`src/rtl/bf128_key_loader.sv`:
```
// bf128_key_loader: front-end of the Blowfish-128 subkey generator.
// Collects a user key as 32-bit words, packs it onto skeygen's 448-bit key bus,
// sequences skeygen's rst/enable, then waits for skey_ready and flags the P-array valid.
//
// Handshake: a key word transfers on a rising edge where word_valid && word_ready.
// word_ready depends only on the FSM state (high in LOAD only), never on word_valid.
// word_data must be stable while word_valid is high.
module bf128_key_loader #(
  parameter int MAX_WORDS = 14,  // longest key in 32-bit words (key bus holds at most 14)
  parameter int TIMEOUT   = 15   // cycles allowed in WAIT_LO+WAIT_HI
) (
  input  logic        clk,
  input  logic        rst,
  input  logic        load_start,
  input  logic [3:0]  len_in,
  input  logic        encrypt_in,
  input  logic        word_valid,
  input  logic [31:0] word_data,
  output logic        word_ready,
  output logic [63:0] key0,
  output logic [63:0] key1,
  output logic [63:0] key2,
  output logic [63:0] key3,
  output logic [63:0] key4,
  output logic [63:0] key5,
  output logic [63:0] key6,
  output logic [63:0] key7,
  output logic [3:0]  key_length,
  output logic        kg_rst,
  output logic        kg_enable,
  output logic        kg_encrypt,
  input  logic        skey_ready,
  output logic        busy,
  output logic        key_valid,
  output logic        key_done,
  output logic        err,
  output logic [2:0]  dbg_state
);

  typedef enum logic [2:0] {
    S_IDLE    = 3'd0,
    S_LOAD    = 3'd1,
    S_CLEAR   = 3'd2,
    S_START   = 3'd3,
    S_WAIT_LO = 3'd4,
    S_WAIT_HI = 3'd5,
    S_DONE    = 3'd6
  } state_t;

  localparam int          TMO_W    = $clog2(TIMEOUT + 1);
  localparam logic [TMO_W-1:0] TMO_LAST = TMO_W'(TIMEOUT - 1);
  localparam logic [3:0]  MAX_LEN  = 4'(MAX_WORDS);

  state_t             state_q, state_d;
  logic [3:0]         cnt_q, cnt_d;
  logic [TMO_W-1:0]   tmo_q, tmo_d;
  logic [447:0]       key_q, key_d;
  logic [3:0]         len_q, len_d;
  logic               enc_q, enc_d;
  logic               key_valid_q, key_valid_d;
  logic               key_done_q, key_done_d;
  logic               err_q, err_d;
  logic               kg_rst_q, kg_rst_d;
  logic               kg_en_q, kg_en_d;

  // State register.
  always_ff @(posedge clk or posedge rst) begin
    if (rst) state_q <= S_IDLE;
    else     state_q <= state_d;
  end

  // Datapath and pulse registers; pulses are registered so skeygen sees glitch-free strobes.
  always_ff @(posedge clk or posedge rst) begin
    if (rst) begin
      cnt_q       <= '0;
      tmo_q       <= '0;
      key_q       <= '0;
      len_q       <= '0;
      enc_q       <= 1'b0;
      key_valid_q <= 1'b0;
      key_done_q  <= 1'b0;
      err_q       <= 1'b0;
      kg_rst_q    <= 1'b0;
      kg_en_q     <= 1'b0;
    end else begin
      cnt_q       <= cnt_d;
      tmo_q       <= tmo_d;
      key_q       <= key_d;
      len_q       <= len_d;
      enc_q       <= enc_d;
      key_valid_q <= key_valid_d;
      key_done_q  <= key_done_d;
      err_q       <= err_d;
      kg_rst_q    <= kg_rst_d;
      kg_en_q     <= kg_en_d;
    end
  end

  // Next-state and next-register logic; pulses default low and are raised on entry to
  // the state during which they must be visible.
  always_comb begin
    state_d     = state_q;
    cnt_d       = cnt_q;
    tmo_d       = tmo_q;
    key_d       = key_q;
    len_d       = len_q;
    enc_d       = enc_q;
    key_valid_d = key_valid_q;
    key_done_d  = 1'b0;
    err_d       = 1'b0;
    kg_rst_d    = 1'b0;
    kg_en_d     = 1'b0;
    word_ready  = 1'b0;
    case (state_q)
      S_IDLE: begin
        if (load_start) begin
          if (len_in == 4'd0 || len_in > MAX_LEN) begin
            // Bad length: report it but leave the current key untouched.
            err_d = 1'b1;
          end else begin
            len_d       = len_in;
            enc_d       = encrypt_in;
            key_d       = '0;
            key_valid_d = 1'b0;
            cnt_d       = '0;
            state_d     = S_LOAD;
          end
        end
      end
      S_LOAD: begin
        word_ready = 1'b1;
        if (word_valid) begin
          key_d[cnt_q*32 +: 32] = word_data;
          cnt_d                 = cnt_q + 4'd1;
          if (cnt_q == len_q - 4'd1) begin
            state_d  = S_CLEAR;
            kg_rst_d = 1'b1;
          end
        end
      end
      S_CLEAR: begin
        // skeygen XORs into its P-array cumulatively, so it was just reset; now start it.
        kg_en_d = 1'b1;
        state_d = S_START;
      end
      S_START: begin
        tmo_d   = '0;
        state_d = S_WAIT_LO;
      end
      S_WAIT_LO: begin
        // skey_ready may still be high from the previous key; wait for it to drop.
        tmo_d = tmo_q + 1'b1;
        if (!skey_ready) begin
          state_d = S_WAIT_HI;
        end else if (tmo_q == TMO_LAST) begin
          err_d   = 1'b1;
          state_d = S_IDLE;
        end
      end
      S_WAIT_HI: begin
        tmo_d = tmo_q + 1'b1;
        if (skey_ready) begin
          state_d = S_DONE;
        end else if (tmo_q == TMO_LAST) begin
          err_d   = 1'b1;
          state_d = S_IDLE;
        end
      end
      S_DONE: begin
        key_valid_d = 1'b1;
        key_done_d  = 1'b1;
        state_d     = S_IDLE;
      end
      default: state_d = S_IDLE;
    endcase
  end

  assign key0       = key_q[63:0];
  assign key1       = key_q[127:64];
  assign key2       = key_q[191:128];
  assign key3       = key_q[255:192];
  assign key4       = key_q[319:256];
  assign key5       = key_q[383:320];
  assign key6       = key_q[447:384];
  assign key7       = 64'd0;
  assign key_length = len_q;
  assign kg_rst     = kg_rst_q;
  assign kg_enable  = kg_en_q;
  assign kg_encrypt = enc_q;
  assign busy       = (state_q != S_IDLE);
  assign key_valid  = key_valid_q;
  assign key_done   = key_done_q;
  assign err        = err_q;
  assign dbg_state  = state_q;

endmodule

```
`config.mk`:
```
export PLATFORM = sky130hd
export DESIGN_NAME = bf128_key_loader
export DESIGN_NICKNAME = d
export VERILOG_FILES = /design/src/rtl/bf128_key_loader.sv
export SDC_FILE = /design/constraint.sdc
export NUM_CORES = 1
export LEC_CHECK = 0
export CORE_MARGIN = 4
export CORE_UTILIZATION = 40
export DETAILED_ROUTE_END_ITERATION = 8
export PLACE_DENSITY = 0.71
export SLEW_MARGIN = 10
export SYNTH_ARGS = -nofsm -noshare
export SYNTH_HDL_FRONTEND = slang
export SYNTH_SLANG_ARGS = --single-unit
```
`constraint.sdc`:
```
create_clock -name clk -period 21.8 [get_ports clk]
set_clock_uncertainty 0.1 [all_clocks]
set_input_delay 5.45 -clock clk [delete_from_list [all_inputs] [get_ports clk]]
set_output_delay 5.45 -clock clk [all_outputs]
set_load 0.01 [all_outputs]
```
Word level (Yosys, flattened, before mapping) --
Index checks and enable logic that the tools add are counted.
Storage, ports and cells: register bits after elaboration 469, input port bits 42, output and inout port bits 527, word-level logic and storage cells 76
Operators by class: $add $sub $neg 4, order comparisons 1, eq/ne operators 12, shift-type cells 2, muxes and demuxes 33, bitwise gates (word level) 1, reduce and logical (&&, ||, !) cells 12
Operator list (number):
- 2-to-1 mux 448 bit | 3
- case mux 448 bit (2 select lines) | 1
- bitwise mux 448 bit | 1
- variable shift 32 x 34 -> 448 bit, first input constant | 1
- indexed part select 32 x 34 -> 448 bit | 1
- negation 9 -> 34 bit | 1
- 2-to-1 mux 3 bit | 7
- case mux 3 bit (6 select lines) | 1
- case mux 4 bit (2 select lines) | 2
- 2-to-1 mux 1 bit | 13
- 2-to-1 mux 4 bit | 3
- equality test 3 bit, second input constant | 3
- adder 4 x 1 -> 4 bit, second input constant | 2
- != test 2 bit, second input constant | 4
- AND reduction 4 bit | 2
- equality test 3 x 2 -> 1 bit, second input constant | 2
- AND reduction 3 bit | 2
- nonzero test 2 bit | 3
- equality test 4 bit | 1
- equality test 4 bit, second input constant | 1
- greater-than comparator 4 bit, second input constant | 1
- zero test 4 bit | 1
- subtractor 4 x 1 -> 4 bit, second input constant | 1
- equality test 3 x 1 -> 1 bit, second input constant | 1
- other kinds (7) | 7

Longest topological paths before layout --
word-level depth 5, depth in mapped cells 12, depth with buffers taken out 7

Least setup slack after synthesis --
No wires, ideal clock.
kind input to register, start point input port len_in[0], end point register key_q[256], library setup time 128 ps, data arrival time 7094 ps, data required time 21572 ps, path slack 14478 ps, cell stages on the path 9, path buffers 4, cell sequence or4_1 buf_2 a21o_1 buf_6 nand2_4 buf_6 a21oi_2 buf_6 mux2_1
Between the ends: cells in the longest elaborated chain, start to end 4, elaborated cells on any way between the ends 5, those cells by class 1 x order compare; 1 x eq/ne; 3 x reduce/logical
RTL lines:
- from (decl) | line 15 | input logic [3:0] len_in,
- greater-than comparator 4 bit / zero test 4 bit (equally long branches) | line 117 | if (len_in == 4'd0 || len_in > MAX_LEN) begin
- logical OR 1 bit * | line 117
- != test 2 bit (no line) *
- AND reduction 4 bit (no line) *
- to (signal assigned) | line 88 | key_q <= key_d;
- to (decl) | line 57 | logic [447:0] key_q, key_d;
Mark *: on every way between the ends. The rest lies on a longest branch, timed or not. A chain may end at the register's enable or synchronous reset.

Final worst setup path --
start point input port len_in[0], end point register key_q[81]
The elaborated chain is that of the path after synthesis.

==> results.md <==
- The final layout contains routed wiring with a total length of 75.1 mm.
- The kind of start point of the critical path is an input port.
- The flip-flop and latch count after synthesis is 469.
- The routed layout has 16700 vias.
- The routed via count divided by cell count is 5.49.
- The number of enable-type register cells in the synthesized netlist is 0.
- Counting the buffers created by CTS gives 50.
- In this run the tightest slew margin relative to its limit is 12.9%.
- The clock net in this run drives a total of 469 sinks.
- The die boundary width is 232 microns.
- TritonCTS built the clock tree.
- For this run, the total global-route usage over all layers was measured as 27.1%.
- The final layout contains 2391 nets.
- The standby leakage power is 11.7 nW.
- The number of max-slew violations in the final report was 0.
- After synthesis the cells add up to 20000 sq um.
- The fmax is 108 MHz.
- The initial core utilization is 40.7%.
- The via count of the first global-routing pass was 16300.
- Clock latency on the worst-skew pair, taken at its later pin, is 580 ps.
- The global placer's final weighted congestion is 0.846.
- The average routed wire per standard cell is 24.7 microns.
- For this design, the slowest cell found on the critical path is sky130_fd_sc_hd__buf_4.
- Once detail routing completed, the nets flagged for antenna violations numbered 0.
- The clock root buffer master is sky130_fd_sc_hd__clkbuf_16.
- After synthesis, flip-flops and latches occupy 58.5% of the total area.
- The top fanout value on the critical path is 87.
- For this run, design rule violations remaining after detail routing come to 0.
- Power spread over the standard cell area amounts to 95.3 nW/um^2.
- The run finished with clean final reports.
- In this run, post-CTS repair resized a total of 0 instances.
- The number of diodes is 0.
- At the placement stage, the worst setup path has a slack of 12060 ps.
- Setup violations remaining at the end of the flow were counted as 0.
- The initial antenna violation count is 0.
- 569 I/O pins were placed.
- Detailed placement finished with a half-perimeter wire length of 49.7 mm.
- The data arrival time of the critical path is 9660 ps.
- The floorplan step defined a die boundary enclosing 53800 sq um.
- The largest stage delay on the critical path is 870 ps.
- The count of warnings emitted by yosys is 0.
- The pin slew with the least headroom to its limit is 1300 ps.
- The worst path setup slack after routing is 12540 ps.
- From bottom edge to top edge, the die measures 232 microns.
- Setup repair after global routing left no endpoint under its margin.
- For this design, the CTS-stage hold fixing added 0 buffers.
- The category of the worst setup path capture point is a flip-flop.
- Entering global routing, the biggest net connects 103 pins.
- The largest voltage drop on the vdd net is 0.0626 mV.
- In this run the number of H-tree levels came out at 2.
- The average size of a mapped cell is 10.4 sq um.
- The kind of cell adding the most delay to the critical path is simple AND/OR/NAND/NOR gates.
- The maximum root-to-sink buffer count is 3.
- Subtracting the final worst setup slack from the clock period gives 9260 ps.
- The row count is 81.
- The library cells used most frequently in the layout, excluding fill and tap cells, are sky130_fd_sc_hd__clkdlybuf4s50_1 (504), sky130_fd_sc_hd__dfrtp_1 (469), sky130_fd_sc_hd__nand2_1 (333).
- The core area is 49300 sq um.
- The critical path is of the in -> reg type.
- The post-route total power is 2.57 mW.
- The pre-antenna-repair detailed-routing pass consisted of 7 iterations.
- The final cell count without fillers is 3041.
- In the synthesized netlist the dominant register cell turns out to be sky130_fd_sc_hd__dfrtp_1.
- The tightest min-delay check is of the reg -> reg type.
- The required time at the worst-slack endpoint is 22200 ps.
- The critical path goes through clkdlybuf4s50_1 > or4_1 > and3_1 > nand2_4 > buf_4 > and2_2 > a22o_1.
- The number of maximum-capacitance violations is 0.
- The first-pass GRT wire length is 109 mm.
- After the first detailed-routing iteration, the DRC count stood at 1691.
- The fill cell instance count of the final layout is 4274.
- The share of flip-flops with an asynchronous set or reset after synthesis is 100%.
- The number of setup buffers added after CTS is 0.
- The layout cell share with drive strength beyond 1 is 7.78%.
- The number of cells after detailed placement is 2952.
- For this run the aggregate overflow at the end of global routing stands at 0.
- The combined buffer and inverter count along the critical path is 2.
- The layout overhead on the synthesized area is 34.3%.
- After routing, the total negative slack on setup checks comes to 0 ps.
- The number of library cell types mapped by synthesis is 74.
- The final clock period utilization by the worst path is 42.5%.
- The number of input and output port buffers inserted is 504.
- The cell count after synthesis came out at 1930.
- The clock slew seen by the registers of the worst setup and hold paths is 60 ps.
- The most common cell after layout, fill and taps aside is sky130_fd_sc_hd__clkdlybuf4s50_1.
- The final count of hold timing violations is 0.
- Cells fill 54.7% of the core in the end.
## cells in the mapped netlist (all sizes together) (22+ instances only)
library cell / instances / area share [%]
nand3: 188 / 4.7
nor2: 57 / 1.1
mux2i: 81 / 4.0
inv: 51 / 0.95
nand2: 335 / 6.3
nor3: 22 / 0.69
a31o: 35 / 1.5
dfrtp: 469 / 59
clkbuf: 106 / 2.0
a22o: 78 / 3.4
buf: 141 / 4.7
a32o: 38 / 1.9
o21ai: 216 / 5.4
## logic make-up (layout without fill, tap and decap cells)
logic type | Yosys count | count (layout) | share of synthesized area, %
AND/OR/NAND/NOR | 649 | 649 | 14.7
other | 1 | 64 | 0.0187
buffers and inverters | 298 | 682 | 7.63
adder cells (fa/ha/maj) | 8 | 8 | 0.499
flip-flops | 469 | 469 | 58.5
XOR/XNOR | 11 | 11 | 0.518
AO/OA/AOI/OAI | 410 | 410 | 13.9
multiplexers | 84 | 84 | 4.21
## cell type report
class | instances | area, sq um | share of cell area, %
well taps | 664 | 831 | 3.08
multi-input cells | 1226 | 7110 | 26.4
inverters | 51 | 199 | 0.739
repair buffers | 543 | 5360 | 19.9
clock inverters | 19 | 239 | 0.887
clock buffers | 69 | 1450 | 5.40
flip-flops and latches | 469 | 11700 | 43.6
## path summary, 6_finish.rpt
path	startpoint	slack, ps	cells after the start	end
max in group asynchronous	rst	13920	4	key_q[235]
min in group asynchronous	rst	5310	2	key_q[409]
min reg2reg	kg_encrypt	380	2	kg_encrypt
max	len_in[0]	12540	7	key_q[81]
max reg2reg	dbg_state[0]	17720	5	key_q[81]
min	kg_encrypt	380	2	kg_encrypt
## power breakdown
part	switching, mW	total (mW)	internal, mW
registers	0.0736	1.02	0.945
clock network	0.355	0.880	0.524
logic	0.425	0.668	0.244
total	0.854	2.57	1.71
## per-stage QoR
stage	hold WS [ps]	instance area (sq um)
finish	378	26900
global route	382	26900
CTS	381	26900
detailed placement	367	25200
global placement	361	25200
floorplan	395	20300
## flip-flops by register name, indices dropped and copies added, names as in the netlist
| signal | count |
|---|---|
| key_q | 448 |
| cnt_q | 4 |
| key_length | 4 |
| tmo_q | 4 |
| dbg_state | 3 |
| err | 1 |
| key_done | 1 |
| key_valid | 1 |
| kg_enable | 1 |
| kg_encrypt | 1 |
| kg_rst | 1 |
## worst min-delay path, cell delays in order (launching register included)
cell and delay (ps):
sky130_fd_sc_hd__dfrtp_1 340, sky130_fd_sc_hd__nand2_1 50, sky130_fd_sc_hd__nand2_1 60
## per-layer routing
layer | wire (microns) | up-vias | track usage (%)
met1 | 28200 | 8321 | 33.7
met5 | 0 | - | 0
met2 | 35500 | 820 | 43.8
met4 | 3770 | 0 | 12.0
met3 | 7550 | 190 | 8.46
li1 | - | 7352 | -
No activity file was read; power rests on OpenSTA's default activity.
